[src/rtl/fp_div_pkg.sv]
// Shared types and helpers for the single-precision divider.
package fp_pkg;

    localparam int EXP_BIAS = 127;

    localparam logic [31:0] FP_POS_INF = 32'h7F80_0000;
    localparam logic [31:0] FP_NEG_INF = 32'hFF80_0000;

    typedef enum logic [1:0] {
        FP_ZERO = 2'd0,
        FP_NORM = 2'd1,
        FP_INF  = 2'd2,
        FP_NAN  = 2'd3
    } fp_class_e;

    typedef enum logic [1:0] {
        IDLE = 2'd0,
        DIV  = 2'd1,
        NORM = 2'd2,
        DONE = 2'd3
    } fp_state_e;

    // Denormals (exponent 0) are flushed to zero.
    function automatic fp_class_e classify(input logic [7:0] exp_f, input logic [22:0] man_f);
        fp_class_e cls;
        if (exp_f == 8'hFF) begin
            if (man_f != 23'd0) begin
                cls = FP_NAN;
            end else begin
                cls = FP_INF;
            end
        end else if (exp_f == 8'h00) begin
            cls = FP_ZERO;
        end else begin
            cls = FP_NORM;
        end
        return cls;
    endfunction

endpackage

[src/rtl/fp_div_if.sv]
// Operand/result handshake bundle for fp_div.
interface fp_div_if;
    logic        in_valid;
    logic        in_ready;
    logic [31:0] a;
    logic [31:0] b;
    logic        out_valid;
    logic        out_ready;
    logic [31:0] result;
    logic        div_by_zero;

    modport master (
        output in_valid, a, b, out_ready,
        input  in_ready, out_valid, result, div_by_zero
    );

    modport slave (
        input  in_valid, a, b, out_ready,
        output in_ready, out_valid, result, div_by_zero
    );
endinterface

[src/rtl/fp_div_mant_core.sv]
// 24-bit restoring divider producing a 25-bit quotient, one bit per cycle.
// done is high during the final iteration; quotient is complete after that edge.
module fp_div_mant_core (
    input  logic        clk,
    input  logic        rst_n,
    input  logic        start,
    input  logic [23:0] dividend,
    input  logic [23:0] divisor,
    output logic        busy,
    output logic        done,
    output logic [24:0] quotient
);
    logic [24:0] r_rem;
    logic [23:0] r_div;
    logic [24:0] r_q;
    logic [4:0]  r_cnt;
    logic        r_busy;

    logic        w_ge;
    logic [23:0] w_diff;

    // After a successful subtract the remainder is below the divisor, so 24 bits suffice.
    assign w_ge   = (r_rem >= {1'b0, r_div});
    assign w_diff = r_rem[23:0] - r_div;

    // One quotient bit per cycle, MSB (bit 24) first.
    always_ff @(posedge clk or negedge rst_n) begin
        if (!rst_n) begin
            r_rem  <= 25'd0;
            r_div  <= 24'd0;
            r_q    <= 25'd0;
            r_cnt  <= 5'd0;
            r_busy <= 1'b0;
        end else if (start) begin
            r_rem  <= {1'b0, dividend};
            r_div  <= divisor;
            r_q    <= 25'd0;
            r_cnt  <= 5'd24;
            r_busy <= 1'b1;
        end else if (r_busy) begin
            if (w_ge) begin
                r_rem <= {w_diff, 1'b0};
                r_q   <= r_q | (25'd1 << r_cnt);
            end else begin
                r_rem <= {r_rem[23:0], 1'b0};
            end
            r_cnt <= r_cnt - 5'd1;
            if (r_cnt == 5'd0) begin
                r_busy <= 1'b0;
            end else begin
                r_busy <= 1'b1;
            end
        end else begin
            r_busy <= 1'b0;
        end
    end

    assign busy     = r_busy;
    assign done     = r_busy && (r_cnt == 5'd0);
    assign quotient = r_q;
endmodule

[src/rtl/fp_div.sv]
// Iterative IEEE-754 single-precision divider, truncating, one op in flight.
module fp_div
    import fp_pkg::*;
#(
    parameter logic [31:0] NAN_VALUE = 32'hFFFF_FFFF
) (
    input  logic     clk,
    input  logic     rst_n,
    fp_div_if.slave  bus
);
    localparam logic [1:0] S_IDLE = IDLE;
    localparam logic [1:0] S_DIV  = DIV;
    localparam logic [1:0] S_NORM = NORM;
    localparam logic [1:0] S_DONE = DONE;

    localparam logic signed [9:0] BIAS_HI = 10'(EXP_BIAS);
    localparam logic signed [9:0] BIAS_LO = 10'(EXP_BIAS - 1);

    logic [1:0]  r_state;
    logic        r_in_ready;
    logic        r_out_valid;
    logic [31:0] r_result;
    logic        r_dbz;
    logic        r_sign;
    logic [7:0]  r_exp_a;
    logic [7:0]  r_exp_b;
    logic        r_special;
    logic [31:0] r_spec_res;
    logic        r_spec_dbz;

    fp_class_e   w_cls_a;
    fp_class_e   w_cls_b;
    logic        w_sign;
    logic        w_accept;
    logic        w_special;
    logic [31:0] w_spec_res;
    logic        w_spec_dbz;
    logic        w_core_busy;
    logic        w_core_done;
    logic [24:0] w_quot;
    logic signed [9:0] w_e;
    logic [22:0] w_mant;
    logic [31:0] w_norm_res;
    logic        w_norm_dbz;

    assign w_cls_a  = classify(bus.a[30:23], bus.a[22:0]);
    assign w_cls_b  = classify(bus.b[30:23], bus.b[22:0]);
    assign w_sign   = bus.a[31] ^ bus.b[31];
    assign w_accept = bus.in_valid && r_in_ready;

    // Decide at accept whether the operand classes bypass the mantissa divider.
    always_comb begin
        w_special  = 1'b1;
        w_spec_res = 32'd0;
        w_spec_dbz = 1'b0;
        if ((w_cls_a == FP_NAN) || (w_cls_b == FP_NAN)) begin
            w_spec_res = NAN_VALUE;
        end else begin
            case (w_cls_a)
                FP_ZERO: begin
                    if (w_cls_b == FP_ZERO) begin
                        w_spec_res = NAN_VALUE;
                    end else begin
                        w_spec_res = {w_sign, 31'd0};
                    end
                end
                FP_INF: begin
                    if (w_cls_b == FP_INF) begin
                        w_spec_res = NAN_VALUE;
                    end else begin
                        w_spec_res = w_sign ? FP_NEG_INF : FP_POS_INF;
                    end
                end
                FP_NORM: begin
                    case (w_cls_b)
                        FP_ZERO: begin
                            w_spec_res = w_sign ? FP_NEG_INF : FP_POS_INF;
                            w_spec_dbz = 1'b1;
                        end
                        FP_INF:  w_spec_res = {w_sign, 31'd0};
                        default: w_special  = 1'b0;
                    endcase
                end
                default: w_spec_res = NAN_VALUE;
            endcase
        end
    end

    fp_div_mant_core u_core (
        .clk      (clk),
        .rst_n    (rst_n),
        .start    (w_accept && !w_special),
        .dividend ({1'b1, bus.a[22:0]}),
        .divisor  ({1'b1, bus.b[22:0]}),
        .busy     (w_core_busy),
        .done     (w_core_done),
        .quotient (w_quot)
    );

    assign w_e    = $signed({2'b00, r_exp_a}) - $signed({2'b00, r_exp_b})
                  + (w_quot[24] ? BIAS_HI : BIAS_LO);
    assign w_mant = w_quot[24] ? w_quot[23:1] : w_quot[22:0];

    // Normalise the quotient and clamp the exponent, or pass a special result through.
    always_comb begin
        w_norm_res = 32'd0;
        w_norm_dbz = 1'b0;
        if (r_special) begin
            w_norm_res = r_spec_res;
            w_norm_dbz = r_spec_dbz;
        end else if (w_e >= 10'sd255) begin
            w_norm_res = r_sign ? FP_NEG_INF : FP_POS_INF;
        end else if (w_e <= 10'sd0) begin
            w_norm_res = {r_sign, 31'd0};
        end else begin
            w_norm_res = {r_sign, w_e[7:0], w_mant};
        end
    end

    // Control FSM; special cases take the NORM stage too, giving a one-cycle latency.
    always_ff @(posedge clk or negedge rst_n) begin
        if (!rst_n) begin
            r_state     <= S_IDLE;
            r_in_ready  <= 1'b1;
            r_out_valid <= 1'b0;
            r_result    <= 32'd0;
            r_dbz       <= 1'b0;
            r_sign      <= 1'b0;
            r_exp_a     <= 8'd0;
            r_exp_b     <= 8'd0;
            r_special   <= 1'b0;
            r_spec_res  <= 32'd0;
            r_spec_dbz  <= 1'b0;
        end else begin
            case (r_state)
                S_IDLE: begin
                    if (w_accept) begin
                        r_sign     <= w_sign;
                        r_exp_a    <= bus.a[30:23];
                        r_exp_b    <= bus.b[30:23];
                        r_special  <= w_special;
                        r_spec_res <= w_spec_res;
                        r_spec_dbz <= w_spec_dbz;
                        r_in_ready <= 1'b0;
                        r_state    <= w_special ? S_NORM : S_DIV;
                    end else begin
                        r_state <= S_IDLE;
                    end
                end
                S_DIV: begin
                    if (w_core_done) begin
                        r_state <= S_NORM;
                    end else begin
                        r_state <= S_DIV;
                    end
                end
                S_NORM: begin
                    r_result    <= w_norm_res;
                    r_dbz       <= w_norm_dbz;
                    r_out_valid <= 1'b1;
                    r_state     <= S_DONE;
                end
                S_DONE: begin
                    if (bus.out_ready) begin
                        r_out_valid <= 1'b0;
                        r_in_ready  <= 1'b1;
                        r_state     <= S_IDLE;
                    end else begin
                        r_state <= S_DONE;
                    end
                end
                default: begin
                    r_state     <= S_IDLE;
                    r_in_ready  <= 1'b1;
                    r_out_valid <= 1'b0;
                end
            endcase
        end
    end

    assign bus.in_ready    = r_in_ready;
    assign bus.out_valid   = r_out_valid;
    assign bus.result      = r_result;
    assign bus.div_by_zero = r_dbz;

    logic w_unused;
    assign w_unused = w_core_busy;
endmodule
[src/flat_wrapper.sv]
// flat-port wrapper written by rule: the top's interface ports become plain ports
module fp_div_flat import fp_pkg::*;
#(
    parameter logic [31:0] NAN_VALUE = 32'hFFFF_FFFF
)
  (clk, rst_n, bus_in_valid, bus_a, bus_b, bus_out_ready, bus_in_ready, bus_out_valid, bus_result, bus_div_by_zero);
  fp_div_if bus_i ();
  input  logic clk;
  input  logic rst_n;
  input wire logic [$bits(bus_i.in_valid)-1:0] bus_in_valid;
  input wire logic [$bits(bus_i.a)-1:0] bus_a;
  input wire logic [$bits(bus_i.b)-1:0] bus_b;
  input wire logic [$bits(bus_i.out_ready)-1:0] bus_out_ready;
  output wire logic [$bits(bus_i.in_ready)-1:0] bus_in_ready;
  output wire logic [$bits(bus_i.out_valid)-1:0] bus_out_valid;
  output wire logic [$bits(bus_i.result)-1:0] bus_result;
  output wire logic [$bits(bus_i.div_by_zero)-1:0] bus_div_by_zero;
  assign bus_i.in_valid = bus_in_valid;
  assign bus_i.a = bus_a;
  assign bus_i.b = bus_b;
  assign bus_i.out_ready = bus_out_ready;
  assign bus_in_ready = bus_i.in_ready;
  assign bus_out_valid = bus_i.out_valid;
  assign bus_result = bus_i.result;
  assign bus_div_by_zero = bus_i.div_by_zero;
  fp_div #(.NAN_VALUE(NAN_VALUE)) u_core (.clk(clk), .rst_n(rst_n), .bus(bus_i));
endmodule
[config.mk]
export PLATFORM = sky130hd
export DESIGN_NAME = fp_div_flat
export DESIGN_NICKNAME = d
export VERILOG_FILES = /design/src/rtl/fp_div_pkg.sv /design/src/rtl/fp_div_if.sv /design/src/rtl/fp_div_mant_core.sv /design/src/rtl/fp_div.sv /design/src/flat_wrapper.sv
export SDC_FILE = /design/constraint.sdc
export NUM_CORES = 1
export LEC_CHECK = 0
export CAP_MARGIN = 20
export CORE_MARGIN = 2
export CORE_UTILIZATION = 35
export DETAILED_ROUTE_END_ITERATION = 7
export GPL_ROUTABILITY_DRIVEN = 0
export RECOVER_POWER = 25
export SLEW_MARGIN = 20
export SYNTH_ARGS = -nofsm -noshare
export SYNTH_HDL_FRONTEND = slang
export SYNTH_SLANG_ARGS = --single-unit
[constraint.sdc]
create_clock -name clk -period 5 [get_ports clk]
set_input_delay 0.5 -clock clk [delete_from_list [all_inputs] [get_ports clk]]
set_output_delay 0.5 -clock clk [all_outputs]
set_load 0.005 [all_outputs]
Word level (Yosys, flattened, before mapping)
Cells that the tools add are included.
{"block": "classes", "add_sub_neg": 4, "magnitude_cmp": 3, "eq_ne": 12, "n_shift": 1, "mux": 46, "n_bitwise": 2, "reduce_logical": 22}
{"operator": "32-bit two-way mux", "count": 7}
{"operator": "25-bit two-way mux", "count": 6}
{"operator": "32-bit case mux with 3 select lines", "count": 1}
{"operator": "32-bit case mux with 2 select lines", "count": 1}
{"operator": "23-bit nonzero test", "count": 2}
{"operator": "31-bit two-way mux", "count": 1}
{"operator": "25-bit by 24-bit greater-or-equal comparator with 1-bit output", "count": 1}
{"operator": "25-bit OR", "count": 1}
{"operator": "1-bit by 5-bit << shifter with 25-bit output (first input constant)", "count": 1}
{"operator": "24-bit subtractor", "count": 1}
{"operator": "23-bit two-way mux", "count": 1}
{"operator": "1-bit two-way mux", "count": 18}
{"operator": "8-bit == test (second input constant)", "count": 2}
{"operator": "8-bit logical NOT", "count": 2}
{"operator": "2-bit == test (second input constant)", "count": 6}
{"operator": "2-bit two-way mux", "count": 6}
{"operator": "10-bit adder", "count": 1}
{"operator": "10-bit by 9-bit greater-or-equal comparator with 1-bit output (second input constant)", "count": 1}
{"operator": "10-bit by 1-bit less-or-equal comparator with 1-bit output (second input constant)", "count": 1}
{"operator": "5-bit two-way mux", "count": 2}
{"operator": "8-bit by 8-bit subtractor with 9-bit output", "count": 1}
{"operator": "2-bit case mux with 4 select lines", "count": 1}
{"operator": "2-bit nonzero test", "count": 4}
{"operator": "2-bit logical NOT", "count": 3}
{"operator": "13 further kinds", "count": 19}
{"block": "word_totals", "reg_bits": 168, "inputBits": 68, "out_inout_bits": 35, "wordCells": 106}

Depth between registers and ports, before layout
Gate-level depths: netlist of run 1.
{"block": "logic_depth", "word_depth": 12, "depth_mapped": 14, "ltp_nobuf": 13}

Modules after synthesis
From an unflattened synthesis of run 1, not the netlist that was laid out.
{"block": "unflattened", "cells_unflattened": 938, "hier_area_um2": 8630.8}
{"mod": "fp_div_mant_core", "n_inst": 1, "cells_per_inst": 536, "area_each_um2": 4800.9, "seq_area_each_um2": 2001.9}
{"mod": "fp_div", "n_inst": 1, "cells_per_inst": 402, "area_each_um2": 3829.9, "seq_area_each_um2": 1477.7}

Worst setup path before layout of run 1
No wires, ideal clock.
{"block": "synth_path", "kind": "flip-flop to flip-flop", "start": "reg u_core.r_exp_a[0]", "end": "reg u_core.r_result[10] (netlist: u_core.bus.result[10])", "setup_ns": 0.151, "arrival_time_ns": 2.817, "required_time_ns": 4.849, "path_slack_ns": 2.032, "path_stages_with_launch": 13, "path_buffers": 1, "period_less_slack_ns": 2.968, "path_cell_list": "dfrtp_1 > inv_1 > ha_1 > inv_1 > fa_1 > a21o_4 > a2111oi_4 > a311oi_2 > or4_1 > a31oi_1 > a21boi_4 > buf_6 > a211oi_2"}
{"block": "synth_between", "elab_chain_len": 6, "word_cells_on_any_way": 7, "classes_between": "add/sub: 2; order compare: 2; mux: 3"}
{"element": "start: declaration", "line_no": "fp_div.sv:25", "rtl": "logic [7:0] r_exp_a;"}
{"element": "start signal: assignment", "line_no": "fp_div.sv:139", "rtl": "r_exp_a <= bus.a[30:23];"}
{"element": "8-bit by 8-bit subtractor with 9-bit output (*)", "line_no": "fp_div.sv:100", "rtl": "assign w_e = $signed({2'b00, r_exp_a}) - $signed({2'b00, r_exp_b})"}
{"element": "10-bit adder (*)", "line_no": "fp_div.sv:101", "rtl": "+ (w_quot[24] ? BIAS_HI : BIAS_LO);"}
{"element": "10-bit by 1-bit less-or-equal comparator with 1-bit output", "line_no": "fp_div.sv:113", "rtl": "end else if (w_e <= 10'sd0) begin"}
{"element": "31-bit two-way mux", "line_no": "fp_div.sv:113"}
{"element": "32-bit two-way mux (*)", "line_no": "fp_div.sv:111", "rtl": "end else if (w_e >= 10'sd255) begin"}
{"element": "32-bit two-way mux (*)", "line_no": "fp_div.sv:108", "rtl": "if (r_special) begin"}
{"element": "end signal: assignment", "line_no": "fp_div.sv:158", "rtl": "r_result <= w_norm_res;"}
{"element": "end: declaration", "line_no": "fp_div.sv:22", "rtl": "logic [31:0] r_result;"}
Every way passes the cells marked *; elsewhere a longest branch is shown, timed or not.
A chain may end at the register's enable or synchronous reset.

Worst setup path in the final report of run 1
{"block": "layout_path", "start": "reg u_core.r_exp_a[0]", "end": "reg u_core.r_result[2] (netlist: u_core.bus.result[2])"}
The elaborated chain is that of the path after synthesis.

==> flow_summary.rst, run 1 <==
.. list-table::
   :header-rows: 1

   * - Metric
     - Value
   * - Routed wire length
     - ~22 mm
   * - Seq cells post-synth
     - between 100 and 150
   * - Proportion of power drawn by the clock network
     - 15.5%
   * - Count of standard-cell rows
     - between 50 and 60
   * - CORE AREA
     - about 24000 µm²
   * - Initial detailed-routing violation count
     - 433
   * - Instance count after placement with tap cells included
     - roughly 1300
   * - Resize count post-CTS
     - 0
   * - Synth area leaders
     - sky130_fd_sc_hd__dfrtp_1, sky130_fd_sc_hd__ha_1, sky130_fd_sc_hd__o21ai_0, sky130_fd_sc_hd__nor2_1, sky130_fd_sc_hd__nand2_1
   * - Layout cell share with drive strength beyond 1
     - under 10%
   * - Number of DRC violations after detailed routing
     - 0
   * - Number of buffer and inverter instances along the worst setup path
     - 2
   * - Outcome
     - finished, violations left
   * - Number of vias after detailed routing
     - just over 7000
   * - Worst hold margin
     - 0.456 ns
   * - Cell occurring most often along the worst timing path
     - sky130_fd_sc_hd__inv_1
   * - Number of iterations in the first detailed-routing pass
     - 5
   * - Most instantiated library cell after synthesis
     - sky130_fd_sc_hd__dfrtp_1
   * - Worst supply voltage drop on vdd
     - slightly above 0.0003 V
   * - Number of instances in the synthesized netlist
     - ~930
   * - Portion of the post-synthesis area used by sequential elements
     - roughly two fifths
   * - Antenna violations before repair
     - 0
   * - Total nets after synthesis
     - ~1000
   * - Count of pins on the block boundary
     - ~100
   * - Fin Setup TNS
     - 0 ns
   * - Final-report max-slew violation count
     - around 100
   * - Critical path startpoint category
     - flop
   * - Comb pwr share
     - 59.7%
   * - Maximum clock skew at final layout
     - 0.0127 ns
   * - Overall Global Routing Usage
     - 17.5%
   * - Non-filler cells, final
     - about 1400
   * - Initial Util
     - 35.4%
   * - Vias per cell
     - 5.29
   * - Antenna Diode Count
     - 0
   * - Cell with the biggest individual delay on the critical path
     - sky130_fd_sc_hd__a21boi_4
   * - Number of global-route vias before repair
     - 7075
   * - Clock latency on the worst-skew pair
     - approximately 0.43 ns
   * - CP max FO
     - 23
   * - Predominant post-synthesis flop cell
     - sky130_fd_sc_hd__dfrtp_1
   * - Path class of the lowest-slack min-delay path
     - flop to flop
   * - Cell area after technology mapping
     - between 8000 and 9000 µm²
   * - Max transition margin
     - -68.4%
   * - Number of clock sinks
     - 139
   * - Post-route clock period utilization
     - roughly 72%
   * - Data arrival at the endpoint of the critical path
     - between 3 and 4 ns
   * - Number of maximum-capacitance constraint violations
     - 1
   * - Number of different library cells in the post-synthesis netlist
     - 83
   * - Final design utilization
     - 43.2%
   * - Slowest stage delay, CP
     - around 0.76 ns
   * - Die height
     - between 150 and 200 µm
   * - Critical path class
     - flop to flop
   * - Upper clock frequency limit
     - ~280 MHz
   * - Final number of setup-violating endpoints
     - 0
   * - Area of the die
     - roughly 26000 µm²
   * - Sequential fraction of design power
     - 24.8%
   * - First-pass GRT wire length
     - 36.5 mm
   * - Crit path time final
     - between 3 and 4 ns
   * - PD cells
     - 779 nW/µm²
   * - Warning count from the yosys run
     - 0
   * - Critical path's top delay family
     - compound AO/OA/AOI/OAI gates
   * - Number of fill cells in the layout
     - roughly 2400
   * - Die Width
     - approximately 160 µm
   * - Share of async-settable or async-resettable flops after synthesis
     - 100%
   * - Master cell of the clock root buffer
     - sky130_fd_sc_hd__clkbuf_16
   * - TritonCTS clock tree
     - built
   * - Global route overflow
     - 0
   * - Unrepaired setup endpoints after global routing
     - no
   * - Total Power
     - 8.11 mW
   * - Maximum level of the CTS H-tree
     - 4
   * - Number of synthesized flops with an enable pin
     - 0
   * - Static Leakage
     - roughly 4.4 nW
   * - Number of buffers added on ports
     - 102
   * - Post-synthesis area per instance
     - 9.15 µm²
   * - Top cells by instance count after synthesis
     - sky130_fd_sc_hd__dfrtp_1, sky130_fd_sc_hd__nor2_1, sky130_fd_sc_hd__nand2_1, sky130_fd_sc_hd__o21ai_0, sky130_fd_sc_hd__inv_1
   * - Share of total power consumed by net switching
     - between 40 and 50%
   * - Area grow syn2layout
     - 22.1%
   * - Fraction of synthesized cell area taken by the top area cell type
     - between 40% and 50%
   * - Number of CTS-inserted buffers
     - 17
   * - Remaining antenna violation count
     - 0
   * - Net count, final
     - 1124
   * - Sort of element at the end of the critical path
     - flop
   * - Post-detail-place hpwl
     - approximately 16 mm
   * - Internal Pwr Total
     - approximately 4.5 mW
   * - Failing checks
     - capacitance limit, slew limit
   * - Average detailed-routed wire length per instance
     - about 16 µm
   * - Largest net degree at the start of global routing
     - 101
   * - Cells traversed along the worst timing path
     - inv_1 > ha_1 > inv_1 > fa_1 > a21o_4 > a21o_1 > a311oi_2 > nand2_2 > o21ai_1 > a41oi_2 > a21boi_4 > a211oi_1
   * - Required time worst endpoint
     - about 5.3 ns
   * - Hold buffer count at cts
     - 0
   * - Switching pwr
     - 3.63 mW
   * - Number of buffers on the longest clock path
     - 2
   * - Worst-path clk slew
     - 0.07 ns
   * - Largest area contributor in the netlist
     - sky130_fd_sc_hd__dfrtp_1
   * - Post-CTS setup buffer count
     - 0
   * - Number of hold violations in the final report
     - 0
   * - Slew at the pin closest to its max-slew limit
     - approximately 2.5 ns
routing by layer:
metal  wire length [µm]  part of all wire (%)  vias up  global-route usage, %
li1                   -                     -     3546                      -
met1              10700                    49     3425                   24.5
met2               9970                    46      169                   28.0
met3               1000                   4.6       17                   3.48
met4                265                   1.2        0                   4.01
met5                  0                     0        -                      0
placed cells by master (no fill, tap or decap), types with 16 or more instances in the layout:
master                            instances
sky130_fd_sc_hd__dfrtp_1                138
sky130_fd_sc_hd__clkbuf_16               17
sky130_fd_sc_hd__nand2_1                 90
sky130_fd_sc_hd__nand3_1                 24
sky130_fd_sc_hd__ha_1                    39
sky130_fd_sc_hd__a31oi_1                 25
sky130_fd_sc_hd__nor2_1                 101
sky130_fd_sc_hd__inv_1                   50
sky130_fd_sc_hd__nor2b_1                 16
sky130_fd_sc_hd__a21oi_1                 33
sky130_fd_sc_hd__a211oi_2                21
sky130_fd_sc_hd__mux2i_1                 27
sky130_fd_sc_hd__o21ai_0                 78
sky130_fd_sc_hd__clkdlybuf4s50_1        101
tightest hold or removal path, cell delays in order, from the launching register on:
cell and delay, ns:
sky130_fd_sc_hd__dfrtp_1 0.33, sky130_fd_sc_hd__inv_1 0.05, sky130_fd_sc_hd__nand2_1 0.05
registers in the layout, summed over array words and instances (netlist names):
name                    count
u_core.bus.div_by_zero      1
u_core.bus.in_ready         1
u_core.bus.out_valid        1
u_core.bus.result          32
u_core.r_exp_a              8
u_core.r_exp_b              8
u_core.r_sign               1
u_core.r_spec_dbz           1
u_core.r_spec_res           3
u_core.r_special            1
u_core.r_state              2
u_core.u_core.busy          1
u_core.u_core.quotient     25
u_core.u_core.r_cnt         5
u_core.u_core.r_div        24
u_core.u_core.r_rem        25
power groups by stage:
| stage | clock network (mW) | registers (mW) | logic [mW] |
|---|---|---|---|
| global placement | 0 | 2.01 | 4.75 |
| detailed placement | 0 | 2.03 | 4.80 |
| finish | 1.26 | 2.01 | 4.85 |
| floorplan | 0 | 1.93 | 3.71 |
| global route | 1.33 | 2.09 | 5.43 |
| CTS | 1.29 | 2.01 | 4.84 |
final timing paths:
kind                                               from                 endpoint  slack [ns]  depth (start not counted)
worst min register to register  u_core.u_core.r_div[23]  u_core.u_core.r_div[23]        0.46                          2
max in group asynchronous                         rst_n  u_core.u_core.r_rem[22]        2.51                          2
worst max register to register        u_core.r_exp_a[0]     u_core.bus.result[2]        1.39                         12
min in group asynchronous                         rst_n   u_core.u_core.r_div[8]        0.85                          1
worst max-delay path                  u_core.r_exp_a[0]     u_core.bus.result[2]        1.39                         12
worst min-delay path            u_core.u_core.r_div[23]  u_core.u_core.r_div[23]        0.46                          2
kinds of logic (layout without fill, tap and decap cells):
kind of cell / count (synthesis) / count (layout) / synth area share, %
adder cells (fa/ha/maj): 41 / 41 / 6.19
AO/OA/AOI/OAI: 281 / 281 / 24.1
buffers and inverters: 100 / 195 / 4.85
AND/OR/NAND/NOR: 313 / 313 / 17.3
flip-flops: 139 / 139 / 40.8
multiplexers: 35 / 35 / 4.22
XOR/XNOR: 24 / 24 / 2.55
stage by stage:
stage	instance area, µm²	setup slack, ns
final	10400	1.39
after global routing	10400	1.17
after CTS	10400	1.38
after detailed placement	9840	1.40
after global placement	9840	1.49
after floorplan	8540	2.03
final cells by class:
type / instances / area, µm² / area share (%)
Clock buffer: 17 / 425 / 4.08
Tap cell: 324 / 405 / 3.89
Clock inverter: 15 / 166 / 1.60
Inverter: 50 / 188 / 1.80
Multi-Input combinational cell: 694 / 4660 / 44.7
Timing Repair Buffer: 113 / 1100 / 10.5
Sequential cell: 139 / 3480 / 33.4
Note: power is estimated with default switching activity, not from simulation.
==> inputs of run 2 (changes only) <==
- clock period: 5 -> 3.66 ns (I/O delays scaled with it)
==> flow_summary.rst, run 2 (synthesis gave the netlist of run 1 again) <==
.. list-table::
   :header-rows: 1

   * - Metric
     - Value
   * - Outcome
     - finished, violations left
   * - Failing checks
     - capacitance limit, slew limit
   * - Remaining antenna violation count
     - 0 (unchanged)
   * - Average detailed-routed wire length per instance
     - 16.3 µm (+0.58%)
   * - First-pass GRT wire length
     - 37.1 mm (+1.8%)
   * - Layout cell share with drive strength beyond 1
     - 10.1% (+0.26 points)
   * - Sort of element at the end of the critical path
     - flop
   * - Static Leakage
     - 4.40 nW (+0.56%)
   * - Global routing usage on met2
     - 28.6% (+0.61 points)
   * - R2R depth
     - 13 (+1)
   * - Fin Setup TNS
     - 0 ns (unchanged)
   * - Post-detail-place hpwl
     - 15.9 mm (+2.3%)
   * - M1 GR Usage
     - 24.3% (-0.26 points)
   * - Number of maximum-capacitance constraint violations
     - 1 (unchanged)
   * - Leading cell types in the layout, fill and taps excluded
     - sky130_fd_sc_hd__dfrtp_1, sky130_fd_sc_hd__nor2_1, sky130_fd_sc_hd__clkdlybuf4s50_1
   * - Top Usage Layer GRT
     - met2
   * - Number of global-route vias before repair
     - 7181 (+1.5%)
   * - Worst hold margin
     - 0.446 ns (-0.00966 ns)
   * - Most common library cell in the layout ignoring fill and taps
     - sky130_fd_sc_hd__dfrtp_1
   * - R2R Setup Slk
     - 0.43 ns (-0.96 ns)
   * - Beginning of the worst register-to-register path
     - u_core.r_exp_a[0]
   * - Initial Util
     - 35.4% (unchanged)
   * - Number of hold violations in the final report
     - 0 (unchanged)
   * - Number of fill cells in the layout
     - 2415 (-0.37%)
   * - Largest net degree at the start of global routing
     - 105 (+4.0%)
   * - Max transition margin
     - -52.5% (+16 points)
   * - Number of buffers added on ports
     - 102 (unchanged)
   * - Routing usage on met3
     - 3.74% (+0.26 points)
   * - Min-Delay Startpoint
     - u_core.u_core.r_div[23]
   * - CP max FO
     - 23 (unchanged)
   * - TritonCTS clock tree
     - built
   * - Sink of the worst hold path
     - u_core.u_core.r_div[23]
   * - Die Width
     - 160 µm (unchanged)
   * - Crit path time final
     - 3.23 ns (-0.380 ns)
   * - Worst supply voltage drop on vdd
     - 0.000400 V (+32%)
   * - CORE AREA
     - 24100 µm² (unchanged)
   * - Resize count post-CTS
     - 0 (unchanged)
   * - Min-Delay Path Depth
     - 2 (unchanged)
   * - Data arrival at the endpoint of the critical path
     - 3.57 ns (-0.31 ns)
   * - Global route overflow
     - 0 (unchanged)
   * - Number of DRC violations after detailed routing
     - 0 (unchanged)
   * - Upper clock frequency limit
     - 309 MHz (+12%)
   * - Maximum level of the CTS H-tree
     - 4 (unchanged)
   * - Worst-path clk slew
     - 0.07 ns (about the same)
   * - Maximum clock skew at final layout
     - 0.0127 ns (+0.0000427 ns)
   * - Number of CTS-inserted buffers
     - 17 (unchanged)
   * - End of the worst register-to-register path
     - u_core.bus.result[1]
   * - Area of the die
     - 25700 µm² (unchanged)
   * - Count of pins on the block boundary
     - 103 (unchanged)
   * - Final-report max-slew violation count
     - 88 (-13%)
   * - Critical path class
     - flop to flop
   * - Initial detailed-routing violation count
     - 482 (+11%)
   * - Critical path startpoint category
     - flop
   * - Flip-flop and latch area
     - 3480 µm² (unchanged)
   * - Required time worst endpoint
     - 4.00 ns (-1.27 ns)
   * - Routed wire length
     - 22.1 mm (+0.88%)
   * - Master cell of the clock root buffer
     - sky130_fd_sc_hd__clkbuf_16
   * - Number of vias after detailed routing
     - 7303 (+2.0%)
   * - Max reg flops
     - 32 (unchanged)
   * - Slew at the pin closest to its max-slew limit
     - 2.29 ns (-0.239 ns)
   * - Antenna violations before repair
     - 1 (+1)
   * - Overall Global Routing Usage
     - 17.8% (+0.26 points)
   * - Post-CTS setup buffer count
     - 0 (unchanged)
   * - Multi-input logic area
     - 4660 µm² (unchanged)
   * - Hold buffer count at cts
     - 0 (unchanged)
   * - Path class of the lowest-slack min-delay path
     - flop to flop
   * - Vias per cell
     - 5.39 (+1.7%)
   * - Die height
     - 160 µm (unchanged)
   * - Final number of setup-violating endpoints
     - 0 (unchanged)
   * - Area grow syn2layout
     - 22.6%
   * - Post-route clock period utilization
     - 88.3% (+16 points)
   * - Clock latency on the worst-skew pair
     - 0.44 ns (about the same)
   * - Number of iterations in the first detailed-routing pass
     - 5 (unchanged)
   * - Number of buffers on the longest clock path
     - 2 (unchanged)
   * - Number of clock sinks
     - 139 (unchanged)
   * - Unrepaired setup endpoints after global routing
     - no
   * - Net count, final
     - 1127 (+0.27%)
   * - Count of standard-cell rows
     - 57 (unchanged)
   * - PD cells
     - 1060 nW/µm² (+37%)
==> run 2: changes by cell type in the layout (fill, tap and decap cells not counted), sizes merged <==
cell      before  now
buf           11   14
clkinvlp       2    1
inv           60   61
diode          0    1
==> run 2: worst max path at each step <==
| stage | start | to | slack [ns] | cells past startpoint |
|---|---|---|---|---|
| finish | u_core.r_exp_a[0] | u_core.bus.result[1] | 0.43 | 13 |
| detailed placement | u_core.r_exp_a[0] | u_core.bus.result[1] | 0.44 | 13 |
| global placement | u_core.r_exp_a[0] | u_core.bus.result[27] | 0.56 | 12 |
| global route | u_core.r_exp_a[0] | u_core.bus.result[29] | 0.21 | 12 |
| floorplan | u_core.r_exp_a[0] | u_core.bus.result[10] | 0.69 | 12 |
| CTS | u_core.r_exp_a[0] | u_core.bus.result[1] | 0.43 | 13 |
==> run 2: metrics by stage <==
stage | util [%] | cell area, µm² | power (mW) | std cells | worst slack (ns)
floorplan | - | 8540 | 7.70 | 933 | 0.692
global placement | 41.0 | 9880 | 9.29 | 1323 | 0.562
detailed placement | 41.0 | 9880 | 9.38 | 1323 | 0.443
CTS | 43.4 | 10500 | 11.2 | 1355 | 0.432
global route | 43.4 | 10500 | 12.1 | 1356 | 0.210
finish | 43.4 | 10500 | 11.1 | 1356 | 0.428
==> run 2: final cells by class <==
type	count	share of cell area (%)
Clock inverter	15	1.55
Inverter	50	1.79
Antenna cell	1	0.0239
Timing Repair Buffer	116	10.9
Multi-Input combinational cell	694	44.5
Sequential cell	139	33.2
Tap cell	324	3.87
Clock buffer	17	4.06
==> run 2: per-layer routing <==
metal	vias up	wire (µm)
met3	19	1040
met1	3557	10500
met4	0	227
met2	190	10300
li1	3537	-
met5	-	0
==> run 2: report_power, final <==
group / total [mW] / internal, mW / switching [mW]
Sequential: 2.76 / 2.27 / 0.490
Clock: 1.73 / 0.919 / 0.806
Combinational: 6.66 / 2.97 / 3.69
Total: 11.1 / 6.16 / 4.98
==> run 2: worst max-delay path, stage by stage (launching register included) <==
cell and delay [ns]:
sky130_fd_sc_hd__dfrtp_1 0.36, sky130_fd_sc_hd__inv_1 0.08, sky130_fd_sc_hd__ha_1 0.16, sky130_fd_sc_hd__inv_1 0.05, sky130_fd_sc_hd__fa_1 0.41, sky130_fd_sc_hd__a21o_4 0.26, sky130_fd_sc_hd__a21o_1 0.18, sky130_fd_sc_hd__a311oi_2 0.53
sky130_fd_sc_hd__nand2_2 0.13, sky130_fd_sc_hd__o31ai_2 0.32, sky130_fd_sc_hd__a31oi_1 0.13, sky130_fd_sc_hd__a21boi_4 0.16, sky130_fd_sc_hd__buf_12 0.17, sky130_fd_sc_hd__a211oi_1 0.20
